===== src/rtl/ws_tile_sequencer_if.sv =====
// Host command / array control bundle for the weight-stationary tile sequencer.
// The master side issues commands and the slave side (the sequencer) drives the array and buffer controls.
interface ws_tile_sequencer_if #(
  parameter int ADDR_W = 10,
  parameter int KT_W   = 4,
  parameter int ML_W   = 8
);
  // Handshake: start is a one-cycle command strobe taken only while busy=0.
  // There is no ready: a start seen while busy is dropped, not queued.
  // abort is a level sampled every cycle, and it cancels a running job.
  logic              start;
  logic              abort;
  logic [KT_W-1:0]   num_k_tiles;
  logic [ML_W-1:0]   m_len;
  logic              busy;
  logic              done;
  logic              err;
  logic              arr_en;
  logic              arr_data_flow;
  logic              arr_load;
  logic              arr_acc_en;
  logic              w_rd_en;
  logic [ADDR_W-1:0] w_rd_addr;
  logic              a_rd_en;
  logic [ADDR_W-1:0] a_rd_addr;

  modport master (
    output start, abort, num_k_tiles, m_len,
    input  busy, done, err, arr_en, arr_data_flow, arr_load, arr_acc_en,
           w_rd_en, w_rd_addr, a_rd_en, a_rd_addr
  );

  modport slave (
    input  start, abort, num_k_tiles, m_len,
    output busy, done, err, arr_en, arr_data_flow, arr_load, arr_acc_en,
           w_rd_en, w_rd_addr, a_rd_en, a_rd_addr
  );
endinterface


===== src/rtl/ws_tile_sequencer.sv =====
// Weight-stationary sequencer: for each of K tiles it loads ROWS weight rows,
// then streams m_len A rows and flushes the array for ROWS+COLS-1 cycles.
module ws_tile_sequencer #(
  parameter int ROWS   = 8,
  parameter int COLS   = 8,
  parameter int ADDR_W = 10,
  parameter int KT_W   = 4,
  parameter int ML_W   = 8
) (
  input  logic                clk,
  input  logic                rst_n,
  ws_tile_sequencer_if.slave  bus,
  output logic [1:0]          dbg_state
);
  localparam int FLUSH = ROWS + COLS - 1;
  localparam int ROW_W = $clog2(ROWS + 1);
  localparam int CNT_W = $clog2((1 << ML_W) + FLUSH + 1);

  typedef enum logic [1:0] {
    S_IDLE    = 2'd0,
    S_LOAD_W  = 2'd1,
    S_COMPUTE = 2'd2,
    S_DONE    = 2'd3
  } state_e;

  state_e            state_q, state_d;
  logic [ROW_W-1:0]  row_q, row_d;
  logic [CNT_W-1:0]  cnt_q, cnt_d;
  logic [KT_W-1:0]   tile_q, tile_d;
  logic [KT_W-1:0]   k_q, k_d;
  logic [ML_W-1:0]   m_q, m_d;

  logic              busy_q, busy_d;
  logic              done_q, done_d;
  logic              err_q, err_d;
  logic              arr_en_q, arr_en_d;
  logic              arr_load_q, arr_load_d;
  logic              acc_en_q, acc_en_d;
  logic              w_rd_en_q, w_rd_en_d;
  logic [ADDR_W-1:0] w_addr_q, w_addr_d;
  logic              a_rd_en_q, a_rd_en_d;
  logic [ADDR_W-1:0] a_addr_q, a_addr_d;

  logic              done_pulse;
  logic              err_pulse;
  logic [CNT_W-1:0]  last_cnt;

  assign last_cnt = CNT_W'(m_q) + CNT_W'(FLUSH - 1);

  always_comb begin
    state_d    = state_q;
    row_d      = row_q;
    cnt_d      = cnt_q;
    tile_d     = tile_q;
    k_d        = k_q;
    m_d        = m_q;
    done_pulse = 1'b0;
    err_pulse  = 1'b0;

    case (state_q)
      S_IDLE: begin
        if (bus.start && !bus.abort) begin
          if (bus.m_len == '0) begin
            err_pulse = 1'b1;
          end else if (bus.num_k_tiles == '0) begin
            done_pulse = 1'b1;
          end else begin
            state_d = S_LOAD_W;
            row_d   = '0;
            cnt_d   = '0;
            tile_d  = '0;
            k_d     = bus.num_k_tiles;
            m_d     = bus.m_len;
          end
        end
      end
      S_LOAD_W: begin
        if (row_q == ROW_W'(ROWS - 1)) begin
          state_d = S_COMPUTE;
          cnt_d   = '0;
        end else begin
          row_d = row_q + ROW_W'(1);
        end
      end
      S_COMPUTE: begin
        if (cnt_q == last_cnt) begin
          if (tile_q == k_q - KT_W'(1)) begin
            state_d = S_DONE;
          end else begin
            // Next tile starts loading immediately, no idle gap.
            state_d = S_LOAD_W;
            tile_d  = tile_q + KT_W'(1);
            row_d   = '0;
          end
        end else begin
          cnt_d = cnt_q + CNT_W'(1);
        end
      end
      S_DONE:  state_d = S_IDLE;
      default: state_d = S_IDLE;
    endcase

    if (state_q != S_IDLE && bus.abort) begin
      state_d = S_IDLE;
      row_d   = '0;
      cnt_d   = '0;
      tile_d  = '0;
      k_d     = '0;
      m_d     = '0;
    end
  end

  // Outputs decode the next state so they line up with it after the edge.
  always_comb begin
    busy_d     = (state_d != S_IDLE);
    done_d     = done_pulse || (state_d == S_DONE);
    err_d      = err_pulse;
    arr_en_d   = (state_d == S_LOAD_W) || (state_d == S_COMPUTE);
    arr_load_d = (state_d == S_LOAD_W);
    w_rd_en_d  = (state_d == S_LOAD_W);
    acc_en_d   = (state_d == S_COMPUTE) && (tile_d != '0);
    a_rd_en_d  = (state_d == S_COMPUTE) && (cnt_d < CNT_W'(m_d));
    w_addr_d   = '0;
    a_addr_d   = '0;
    if (w_rd_en_d) begin
      w_addr_d = ADDR_W'(tile_d) * ADDR_W'(ROWS) + ADDR_W'(row_d);
    end
    if (a_rd_en_d) begin
      a_addr_d = ADDR_W'(tile_d) * ADDR_W'(m_d) + ADDR_W'(cnt_d);
    end
  end

  always_ff @(posedge clk or negedge rst_n) begin
    if (!rst_n) begin
      state_q    <= S_IDLE;
      row_q      <= '0;
      cnt_q      <= '0;
      tile_q     <= '0;
      k_q        <= '0;
      m_q        <= '0;
      busy_q     <= 1'b0;
      done_q     <= 1'b0;
      err_q      <= 1'b0;
      arr_en_q   <= 1'b0;
      arr_load_q <= 1'b0;
      acc_en_q   <= 1'b0;
      w_rd_en_q  <= 1'b0;
      w_addr_q   <= '0;
      a_rd_en_q  <= 1'b0;
      a_addr_q   <= '0;
    end else begin
      state_q    <= state_d;
      row_q      <= row_d;
      cnt_q      <= cnt_d;
      tile_q     <= tile_d;
      k_q        <= k_d;
      m_q        <= m_d;
      busy_q     <= busy_d;
      done_q     <= done_d;
      err_q      <= err_d;
      arr_en_q   <= arr_en_d;
      arr_load_q <= arr_load_d;
      acc_en_q   <= acc_en_d;
      w_rd_en_q  <= w_rd_en_d;
      w_addr_q   <= w_addr_d;
      a_rd_en_q  <= a_rd_en_d;
      a_addr_q   <= a_addr_d;
    end
  end

  assign bus.busy          = busy_q;
  assign bus.done          = done_q;
  assign bus.err           = err_q;
  assign bus.arr_en        = arr_en_q;
  assign bus.arr_data_flow = 1'b1;
  assign bus.arr_load      = arr_load_q;
  assign bus.arr_acc_en    = acc_en_q;
  assign bus.w_rd_en       = w_rd_en_q;
  assign bus.w_rd_addr     = w_addr_q;
  assign bus.a_rd_en       = a_rd_en_q;
  assign bus.a_rd_addr     = a_addr_q;
  assign dbg_state         = state_q;
endmodule


===== src/flat_wrapper.sv =====
// flat-port wrapper written by rule: the top's interface ports become plain ports
module ws_tile_sequencer_flat 
#(
  parameter int ROWS   = 8,
  parameter int COLS   = 8,
  parameter int ADDR_W = 10,
  parameter int KT_W   = 4,
  parameter int ML_W   = 8
)
  (clk, rst_n, dbg_state, bus_start, bus_abort, bus_num_k_tiles, bus_m_len, bus_busy, bus_done, bus_err, bus_arr_en, bus_arr_data_flow, bus_arr_load, bus_arr_acc_en, bus_w_rd_en, bus_w_rd_addr, bus_a_rd_en, bus_a_rd_addr);
  ws_tile_sequencer_if #(.ADDR_W(ADDR_W), .KT_W(KT_W), .ML_W(ML_W)) bus_i ();
  input  logic clk;
  input  logic rst_n;
  output logic [1:0] dbg_state;
  input wire logic [$bits(bus_i.start)-1:0] bus_start;
  input wire logic [$bits(bus_i.abort)-1:0] bus_abort;
  input wire logic [$bits(bus_i.num_k_tiles)-1:0] bus_num_k_tiles;
  input wire logic [$bits(bus_i.m_len)-1:0] bus_m_len;
  output wire logic [$bits(bus_i.busy)-1:0] bus_busy;
  output wire logic [$bits(bus_i.done)-1:0] bus_done;
  output wire logic [$bits(bus_i.err)-1:0] bus_err;
  output wire logic [$bits(bus_i.arr_en)-1:0] bus_arr_en;
  output wire logic [$bits(bus_i.arr_data_flow)-1:0] bus_arr_data_flow;
  output wire logic [$bits(bus_i.arr_load)-1:0] bus_arr_load;
  output wire logic [$bits(bus_i.arr_acc_en)-1:0] bus_arr_acc_en;
  output wire logic [$bits(bus_i.w_rd_en)-1:0] bus_w_rd_en;
  output wire logic [$bits(bus_i.w_rd_addr)-1:0] bus_w_rd_addr;
  output wire logic [$bits(bus_i.a_rd_en)-1:0] bus_a_rd_en;
  output wire logic [$bits(bus_i.a_rd_addr)-1:0] bus_a_rd_addr;
  assign bus_i.start = bus_start;
  assign bus_i.abort = bus_abort;
  assign bus_i.num_k_tiles = bus_num_k_tiles;
  assign bus_i.m_len = bus_m_len;
  assign bus_busy = bus_i.busy;
  assign bus_done = bus_i.done;
  assign bus_err = bus_i.err;
  assign bus_arr_en = bus_i.arr_en;
  assign bus_arr_data_flow = bus_i.arr_data_flow;
  assign bus_arr_load = bus_i.arr_load;
  assign bus_arr_acc_en = bus_i.arr_acc_en;
  assign bus_w_rd_en = bus_i.w_rd_en;
  assign bus_w_rd_addr = bus_i.w_rd_addr;
  assign bus_a_rd_en = bus_i.a_rd_en;
  assign bus_a_rd_addr = bus_i.a_rd_addr;
  ws_tile_sequencer #(.ROWS(ROWS), .COLS(COLS), .ADDR_W(ADDR_W), .KT_W(KT_W), .ML_W(ML_W)) u_core (.clk(clk), .rst_n(rst_n), .bus(bus_i), .dbg_state(dbg_state));
endmodule

===== config.mk =====
export PLATFORM = sky130hd
export DESIGN_NAME = ws_tile_sequencer_flat
export DESIGN_NICKNAME = d
export VERILOG_FILES = /design/src/rtl/ws_tile_sequencer_if.sv /design/src/rtl/ws_tile_sequencer.sv /design/src/flat_wrapper.sv
export SDC_FILE = /design/constraint.sdc
export NUM_CORES = 1
export LEC_CHECK = 0
export CAP_MARGIN = 0
export CORE_MARGIN = 4
export CORE_UTILIZATION = 52
export CTS_CLUSTER_DIAMETER = 40
export DETAILED_ROUTE_END_ITERATION = 6
export PLACE_DENSITY = 0.79
export SKIP_CTS_REPAIR_TIMING = 1
export SLEW_MARGIN = 20
export SYNTH_ARGS = -nofsm -noshare
export SYNTH_HDL_FRONTEND = slang
export SYNTH_SLANG_ARGS = --single-unit

===== constraint.sdc =====
create_clock -name clk -period 5.4 [get_ports clk]
set_input_delay 1.62 -clock clk [delete_from_list [all_inputs] [get_ports clk]]
set_output_delay 1.62 -clock clk [all_outputs]
set_load 0.05 [all_outputs]

======== Yosys cells after proc, flatten, opt, wreduce, memory -nomap -nowiden ========
Cells that the tools add are included.
word-level totals
  input port bits ......................... 16
  register bits ........................... 58
cells by class
  equality and inequality tests ........... 11
  reduce and logical (&&, ||, !) cells .... 16
  $lt $le $gt $ge ......................... 1
  multipliers ............................. 1
  add/sub/neg operators ................... 7
  mux-type cells .......................... 49
operators with widths
  cell                 count
  $mux 4               18
  $mux 9               6
  $mux 8               5
  $pmux 9 s3           1
  $mux 10              2
  $mux 2               7
  $pmux 4 s3           1
  $add 10x9->10        1
  $mul 4x8->10         1
  $add 8x4->9 const B  1
  $add 9x1->9 const B  1
  $eq 9x9->1           1
  $lt 9x8->1           1
  $add 4x1->4 const B  2
  $add 7x4->8          1
  $eq 2x2->1 const B   4
  $logic_not 8->1      1
  $pmux 2 s4           1
  $pmux 4 s2           1
  $reduce_bool 2->1    4
  $mux 1               7
  $eq 2x1->1 const B   2
  $eq 4x3->1 const B   1
  $eq 4x4->1           1
  9 further kinds      14

======== Longest topological paths before layout ========
Gate-level depths: netlist of run 1.
  depth after elaboration ................. 9
  mapped depth ............................ 26
  depth with buffers taken out ............ 25

======== Worst setup path after synthesis of run 1 ========
Ideal clock, no wire load.
  kind .................................... input to register
  from .................................... in bus_abort
  to ...................................... reg u_core.a_addr_q[9] (netlist: u_core.bus.a_rd_addr[9])
  arrival time ............................ 6.338 ns
  path slack .............................. -1.010 ns
  stages .................................. 24
  path through ............................ clkbuf_1 -> nand2b_1 -> a211oi_1 -> nor3b_1 -> buf_2 -> nor3b_1 -> o31ai_1 -> and2_1 -> clkbuf_1 -> inv_1 -> nand2_1 -> fa_1 -> fa_1 -> fa_1 -> inv_1 -> ha_1 -> a21oi_1 -> o21bai_1 -> a21oi_1 -> nor2_1 -> o41ai_1 -> xnor2_1 -> xnor3_1 -> nor2_1
between the ends
  cells in the longest elaborated chain, start to end .. 8
  elaborated cells between the ends (all ways) .. 21
  classes of those cells .................. 1 x add/sub; 1 x mul; 1 x order compare; 1 x eq/ne; 13 x mux; 4 x reduce/logical
RTL lines
  what                    line                      RTL
  start: declaration      flat_wrapper.sv:16        input wire logic [$bits(bus_i.abort)-1:0] bus_abort;
  $logic_not 1->1         ws_tile_sequencer.sv:62   if (bus.start && !bus.abort) begin
  $logic_and 1x1->1       ws_tile_sequencer.sv:62
  $mux 4                  ws_tile_sequencer.sv:62
  $pmux 4 s2              ws_tile_sequencer.sv:60   case (state_q)
  $mux 4 *                ws_tile_sequencer.sv:103  if (state_q != S_IDLE && bus.abort) begin
  via u_core.tile_d[3]    ws_tile_sequencer.sv:29   logic [KT_W-1:0] tile_q, tile_d;
  $mul 4x8->10 *          ws_tile_sequencer.sv:129  a_addr_d = ADDR_W'(tile_d) * ADDR_W'(m_d) + ADDR_W'(cnt_d);
  $add 10x9->10 *         ws_tile_sequencer.sv:129
  $mux 10 *               ws_tile_sequencer.sv:128  if (a_rd_en_d) begin
  via u_core.a_addr_d[9]  ws_tile_sequencer.sv:42   logic [ADDR_W-1:0] a_addr_q, a_addr_d;
  end signal: assignment  ws_tile_sequencer.sv:167  a_addr_q <= a_addr_d;
  end: declaration        ws_tile_sequencer.sv:42
The timed path passes the listed nets; every way through them passes the cells marked *.
A chain may end at the register's enable or synchronous reset.

======== Worst setup path in the final report of run 1 ========
Same ends and word-level chain as after synthesis.

==> results of run 1 <==
## through the flow
| stage | total power [uW] | hold slack [ns] | setup slack (ns) | setup TNS, ns |
|---|---|---|---|---|
| floorplan | 914 | 0.519 | -0.661 | -1.57 |
| global placement | 1200 | 0.538 | -1.19 | -6.19 |
| detailed placement | 1220 | 0.542 | -1.28 | -7.56 |
| CTS | 1460 | 0.566 | -0.987 | -4.36 |
| global route | 1590 | 0.613 | -0.693 | -3.00 |
| finish | 1500 | 0.563 | -0.534 | -1.52 |
## cell type report
type                            count  area [um^2]  share of cell area
Multi-Input combinational cell    332         2790               0.470
Sequential cell                    56         1400               0.236
Timing Repair Buffer              160         1320               0.222
Inverter                           55          209              0.0352
Tap cell                          102          128              0.0215
Clock buffer                        5         68.8              0.0116
Clock inverter                      3         22.5             0.00379
## placed cells by master, fill, tap and decap left out, types with 7 or more instances in the layout
cell type                         count
sky130_fd_sc_hd__clkdlybuf4s50_1     28
sky130_fd_sc_hd__fa_1                18
sky130_fd_sc_hd__o21ai_0             13
sky130_fd_sc_hd__dfrtp_1             56
sky130_fd_sc_hd__ha_1                30
sky130_fd_sc_hd__a21oi_1             10
sky130_fd_sc_hd__nor2_2               7
sky130_fd_sc_hd__buf_6                7
sky130_fd_sc_hd__nor3_1               8
sky130_fd_sc_hd__dlymetal6s2s_1       7
sky130_fd_sc_hd__inv_1               49
sky130_fd_sc_hd__nand2_1             34
sky130_fd_sc_hd__nor2_1              45
sky130_fd_sc_hd__xnor2_1             15
sky130_fd_sc_hd__and3_1               7
sky130_fd_sc_hd__buf_4              112
sky130_fd_sc_hd__xor2_1              10
sky130_fd_sc_hd__and2_1              11
## critical path, delay by kind of cell
| family | cells | cell delay [ns] |
|---|---|---|
| AND/OR/NAND/NOR | 4 | 0.42 |
| buffers and inverters | 4 | 0.45 |
| AO/OA/AOI/OAI | 8 | 1.67 |
| XOR/XNOR | 2 | 0.38 |
| adder cells (fa/ha/maj) | 4 | 1.63 |
## final timing paths
path,to,cells after the start,startpoint
worst max-delay path,u_core.bus.a_rd_addr[9],22,bus_abort
worst min-delay path,u_core.k_q[3],2,u_core.k_q[3]
worst max register to register,u_core.bus.a_rd_addr[9],23,u_core.m_q[1]
worst min register to register,u_core.k_q[3],2,u_core.k_q[3]
max in group asynchronous,u_core.cnt_q[5],2,rst_n
min in group asynchronous,u_core.k_q[1],2,rst_n
## registers in the layout, summed over array words and instances, names as in the netlist, 2 cells and up
register / cells
u_core.k_q: 4
u_core.cnt_q: 9
u_core.dbg_state: 2
u_core.bus.w_rd_addr: 8
u_core.tile_q: 4
u_core.bus.a_rd_addr: 10
u_core.m_q: 8
u_core.row_q: 4
## report_power, final
part | switching (uW) | total, uW | internal (uW)
clock | 151 | 244 | 93.5
sequential | 56.3 | 525 | 469
combinational | 400 | 733 | 334
total | 607 | 1500 | 896
## cells by family after synthesis
logic type | after synthesis | synth area share
AO/OA/AOI/OAI | 87 | 0.148
XOR/XNOR | 28 | 0.0648
adder cells (fa/ha/maj) | 51 | 0.186
buffers and inverters | 73 | 0.0743
flip-flops | 56 | 0.333
multiplexers | 2 | 0.00476
other | 2 | 0.00178
AND/OR/NAND/NOR | 161 | 0.188
## layer usage
layer  global-route usage  vias to the layer above  wire (um)
met5                    0                        -          0
met4                0.101                        0        615
met3               0.0314                       46        696
met2                0.457                      135       6460
met1                0.331                     1954       5020
li1                     -                     1849          -
==> results by group, run 1 <==
Floorplan
  • Effective utilization at floorplan: 0.539
  • Area of the die: 0.00960 mm^2
  • Core ar.: 0.00781 mm^2
  • DIE WIDTH: 98.0 um
  • Vertical extent of the die: 98.0 um
  • I/O pin total: 47
  • Placement Rows: 32

Synth
  • Cell with the most instances after synthesis: sky130_fd_sc_hd__dfrtp_1
  • Synthesized area per cell: 9.15 um^2
  • Most common library cells after synthesis: 56 x sky130_fd_sc_hd__dfrtp_1, 55 x sky130_fd_sc_hd__inv_1, 54 x sky130_fd_sc_hd__nor2_1, 36 x sky130_fd_sc_hd__nand2_1, 32 x sky130_fd_sc_hd__ha_1
  • Cells taking the most area after synthesis: sky130_fd_sc_hd__dfrtp_1 33%, sky130_fd_sc_hd__ha_1 9.5%, sky130_fd_sc_hd__fa_1 9.0%
  • Post-synthesis sequential area ratio: 0.333
  • Async SR Flop Fraction: 1.00
  • Number of warning messages in the yosys log: 0
  • Distinct cell type count after synthesis: 60
  • Netlist Area Pre-Place: 0.00421 mm^2
  • Gate Count Post-Synth: 460
  • Number of flops mapped to enable cells by yosys: 0
  • Primary FF master, synth: sky130_fd_sc_hd__dfrtp_1
  • Share of the synthesized area in the top cell type: 0.333
  • FF+latch count, synth: 56
  • Post-synthesis cell type with the largest combined area: sky130_fd_sc_hd__dfrtp_1

STA
  • Final-report max-slew violation count: 0
  • Final Skew: 0.0103 ns
  • Achievable frequency: 0.169 GHz
  • Final worst-path cycle share: 1.10
  • Setup repair after global routing missed its margin: true
  • Final Setup Violations: 5
  • Least-Margin Pin Slew: 0.724 ns
  • Max-Slew Margin vs Limit: 0.517
  • Minimum clock period: 5.93 ns
  • Final Worst Setup Slack: -0.534 ns
  • Final-report hold violation count: 0

Cells and area
  • Share of the core filled with cells in the final layout: 0.761
  • Number of antenna diodes: 0
  • Filler instances: 570
  • Number of non-filler instances in the completed layout: 713
  • Final non-filler cell area: 0.00594 mm^2
  • Ratio of cells with drive above 1 in the final layout: 0.321
  • Post-layout nets: 677
  • Post-synthesis to final-layout area growth: 41.1%

Critical path
  • Data arrival time of the worst path: 6.19 ns
  • Critical path launch point type: input pin
  • Slowest stage cell on the critical path: sky130_fd_sc_hd__fa_1
  • Delay of the slowest critical-path stage: 0.51 ns
  • Reg2Reg Setup Slack: -0.40 ns
  • Required time reported for the critical path endpoint: 5.66 ns
  • Kind of end point of the critical path: register
  • Type of the worst setup path: in2reg
  • Most used cell, CP: sky130_fd_sc_hd__fa_1
  • Critical path fanouts, max: 6
  • CP cell instances: dlymetal6s2s_1, nand2b_4, a211oi_4, buf_4, o21ai_2, o41ai_2, a31o_2, inv_1, nand2_1, fa_1, fa_1, fa_1, inv_2, ha_4, a21oi_4, o21bai_4, a21oi_2, nor2_2, o41ai_2, xnor2_1, xnor3_1, nor2_1

Route
  • Violation count after the first detailed-route iteration: 212
  • Routed wire length per instance: 17.9 um
  • Number of vias per cell: 5.59
  • Number of antenna-violating nets in the routed design: 0
  • Final routed wirelength across all metal layers: 12.8 mm
  • Post-route DRC violation count: 0
  • Total number of vias: 3984
  • First-pass DRT Iterations: 5

Flow run
  • Maxcap violations: 0

Clocking
  • Clock latency reported for the late side of the worst-skew pair: 0.32 ns
  • Clock root buffer: sky130_fd_sc_hd__clkbuf_8
  • Clk buf depth: 2
  • Number of buffers inserted during clock tree synthesis: 5
  • H-tree depth reported by CTS: 2
  • TritonCTS clock tree: done
  • Clock transition at the registers of the reported paths: 0.11 ns
  • Sinks on Clock Net: 56

Placement
  • DP Area: 0.00557 mm^2
  • Final estimated routing congestion in global placement: 0.929
  • Number of port buffers: 43
  • Count of placed standard cells including taps: 692
  • DP Wirelength: 9.80 mm

Status
  • Result of the run: complete, but fails checks
  • Violated checks: negative setup slack

GRT
  • GRT Residual Overflow: 0
  • Initial antenna violation count: 0
  • Wire length of the first global-routing pass: 20.1 mm
  • GRT Total Usage: 0.261
  • Pin count of the biggest net entering global routing: 57
  • Via count of the first global-routing pass: 4077

Power
  • Static Leak: 0.00295 uW
  • Power per Cell Area: 253 mW/mm^2
  • Worst VDD drop: 0.166 mV

Hold path
  • Min-Delay Path Class: reg2reg
Power figures use the tool's default switching activity.
==> inputs of run 2 (changes only) <==
Settings changed: REMOVE_ABC_BUFFERS set to 1.
==> results by group, run 2 (synthesis results as in run 1) <==
Floorplan
  • Core ar.: 0.00781 mm^2 (unchanged)
  • DIE WIDTH: 98.0 um (unchanged)
  • I/O pin total: 47 (unchanged)
  • Placement Rows: 32 (unchanged)
  • Effective utilization at floorplan: 0.539 (unchanged)
  • Vertical extent of the die: 98.0 um (unchanged)
  • Area of the die: 0.00960 mm^2 (unchanged)

STA
  • Final Worst Setup Slack: -0.653 ns (-0.119 ns)
  • Minimum clock period: 6.05 ns (+0.119 ns)
  • Achievable frequency: 0.165 GHz (-2.0%)
  • Final-report max-slew violation count: 0 (unchanged)
  • Max-Slew Margin vs Limit: 0.518 (+0.00116)
  • Setup repair after global routing missed its margin: true
  • Least-Margin Pin Slew: 0.723 ns (-0.00173 ns)
  • Final worst-path cycle share: 1.12 (+0.0220)
  • Final Setup Violations: 10 (+5)
  • Final-report hold violation count: 0 (unchanged)
  • Final Skew: 0.0107 ns (+0.000390 ns)

Hold path
  • Worst Hold Endpoint: u_core.k_q[3]
  • Cell depth of the worst min-delay path: 2 (unchanged)
  • Min-Delay Path Class: reg2reg
  • Launch instance of the worst min-delay path: u_core.k_q[3]

Route
  • Post-route DRC violation count: 0 (unchanged)
  • Number of vias per cell: 5.82 (+4.1%)
  • First-pass DRT Iterations: 5 (unchanged)
  • Final routed wirelength across all metal layers: 14.0 mm (+9.2%)
  • Total number of vias: 4181 (+4.9%)
  • Routed wire length per instance: 19.4 um (+8.3%)
  • Number of antenna-violating nets in the routed design: 0 (unchanged)
  • Violation count after the first detailed-route iteration: 275 (+30%)

Clocking
  • Number of buffers inserted during clock tree synthesis: 5 (unchanged)
  • Clock transition at the registers of the reported paths: 0.11 ns (about the same)
  • Clk buf depth: 2 (unchanged)
  • H-tree depth reported by CTS: 2 (unchanged)
  • Clock root buffer: sky130_fd_sc_hd__clkbuf_8
  • TritonCTS clock tree: done
  • Clock latency reported for the late side of the worst-skew pair: 0.32 ns (about the same)
  • Sinks on Clock Net: 56 (unchanged)

Critical path
  • Kind of end point of the critical path: register
  • Largest delay contributor family on the critical path: adder cells
  • Required time reported for the critical path endpoint: 5.66 ns (about the same)
  • CP cell instances: buf_8, nor4_4, buf_4, a211oi_4, buf_4, nor3_4, and2_4, o21ai_4, and2_4, inv_2, nand2_2, fa_1, fa_1, fa_1, inv_2, ha_4, a21oi_4, o21bai_4, a21oi_2, nor2_1, o41ai_2, xnor2_1, xnor3_1, nor2_1
  • Most used cell, CP: sky130_fd_sc_hd__fa_1
  • Depth of the worst register-to-register path: 23 (unchanged)
  • Critical path launch point type: input pin
  • Capture instance of the worst register-to-register path: u_core.bus.a_rd_addr[9]
  • Type of the worst setup path: in2reg
  • Delay of the slowest critical-path stage: 0.58 ns (+0.07 ns)
  • Reg2Reg Setup Slack: -0.53 ns (-0.13 ns)
  • Data arrival time of the worst path: 6.31 ns (+0.12 ns)
  • Critical path fanouts, max: 4 (-2)
  • Buffers plus inverters on the worst setup path: 5 (+1)
  • Reg2reg start: u_core.m_q[2]
  • Slowest stage cell on the critical path: sky130_fd_sc_hd__fa_1

Cells and area
  • Filler instances: 487 (-15%)
  • Number of non-filler instances in the completed layout: 719 (+0.84%)
  • Max reg flops: 10 (unchanged)
  • Post-layout nets: 683 (+0.89%)
  • Area of combinational cells with multiple inputs: 0.00280 mm^2 (+0.13%)
  • Most frequent standard cell in the layout excluding fill and tap cells: sky130_fd_sc_hd__buf_4
  • Most frequent cells in the layout: 119 x sky130_fd_sc_hd__buf_4, 56 x sky130_fd_sc_hd__dfrtp_1, 50 x sky130_fd_sc_hd__nor2_1
  • Final non-filler cell area: 0.00599 mm^2 (+0.82%)
  • Sequential cell area: 0.00140 mm^2 (unchanged)
  • Post-synthesis to final-layout area growth: 42.3%
  • Ratio of cells with drive above 1 in the final layout: 0.334 (+0.0131)
  • Number of antenna diodes: 0 (unchanged)

Placement
  • DP Wirelength: 9.77 mm (-0.34%)
  • DP Area: 0.00550 mm^2 (-1.3%)
  • Final estimated routing congestion in global placement: 0.987 (+6.3%)
  • Number of port buffers: 43 (unchanged)
  • Count of placed standard cells including taps: 699 (+1.0%)

Status
  • Violated checks: negative setup slack
  • Result of the run: complete, but fails checks

GRT
  • Wire length of the first global-routing pass: 20.2 mm (+0.72%)
  • Pin count of the biggest net entering global routing: 57 (unchanged)
  • Via count of the first global-routing pass: 4165 (+2.2%)
  • GRT Residual Overflow: 0 (unchanged)
  • GRT Total Usage: 0.263 (+0.00140)
  • Initial antenna violation count: 0 (unchanged)

Power
  • Power per Cell Area: 255 mW/mm^2 (+0.81%)
  • Static Leak: 0.00295 uW (-0.13%)
  • Worst VDD drop: 0.161 mV (-2.8%)

Flow run
  • Maxcap violations: 0 (unchanged)
[run 2: changes by cell type in the layout (fill, tap and decap cells not counted), sizes merged]
cell	delta
inv	+1
clkinvlp	+1
buf	+12
clkbuf	-1
clkinv	-2
dlymetal6s2s	-5
[run 2: final cells by class]
class                   count  share of cell area
inverters                  55              0.0345
clock buffers               5              0.0115
clock inverters             3             0.00418
flip-flops and latches     56               0.234
multi-input cells         332               0.467
well taps                 102              0.0213
repair buffers            166               0.228
[run 2: per-layer routing]
metal / global-route usage / part of all wire / up-vias / routed length [um]
li1: - / - / 1863 / -
met5: 0 / 0 / - / 0
met1: 0.320 / 0.36 / 1998 / 5000
met2: 0.461 / 0.50 / 244 / 7000
met4: 0.113 / 0.068 / 0 / 948
met3: 0.0407 / 0.073 / 76 / 1020
[run 2: how the worst max path moves through the flow]
stage | from | endpoint | depth (start not counted)
global route | bus_m_len[1] | u_core.bus.a_rd_addr[9] | 24
CTS | bus_m_len[1] | u_core.bus.a_rd_addr[9] | 22
floorplan | bus_abort | u_core.bus.a_rd_addr[9] | 21
detailed placement | bus_m_len[1] | u_core.bus.a_rd_addr[9] | 22
global placement | bus_m_len[1] | u_core.bus.a_rd_addr[9] | 23
finish | bus_m_len[1] | u_core.bus.a_rd_addr[9] | 24
[run 2: power breakdown]
group          total (uW)  internal, uW  switching [uW]
sequential            513           469            44.1
combinational         766           335             431
clock                 248          95.1             153
[run 2: per-stage QoR]
step / utilization / worst slack [ns] / TNS [ns] / hold slack [ns] / power, uW
floorplan: - / -1.81 / -10.14 / 0.519 / 884
global placement: 0.704 / -1.49 / -9.73 / 0.541 / 1180
detailed placement: 0.704 / -1.60 / -10.38 / 0.568 / 1200
CTS: 0.716 / -1.30 / -7.00 / 0.583 / 1450
global route: 0.767 / -0.889 / -4.02 / 0.612 / 1610
finish: 0.767 / -0.653 / -2.46 / 0.576 / 1530
[run 2: tightest hold or removal path, cell delays in order (launching register included)]
cell and delay (ns):
sky130_fd_sc_hd__dfrtp_1 0.40, sky130_fd_sc_hd__nand2_1 0.06, sky130_fd_sc_hd__o21ai_0 0.08
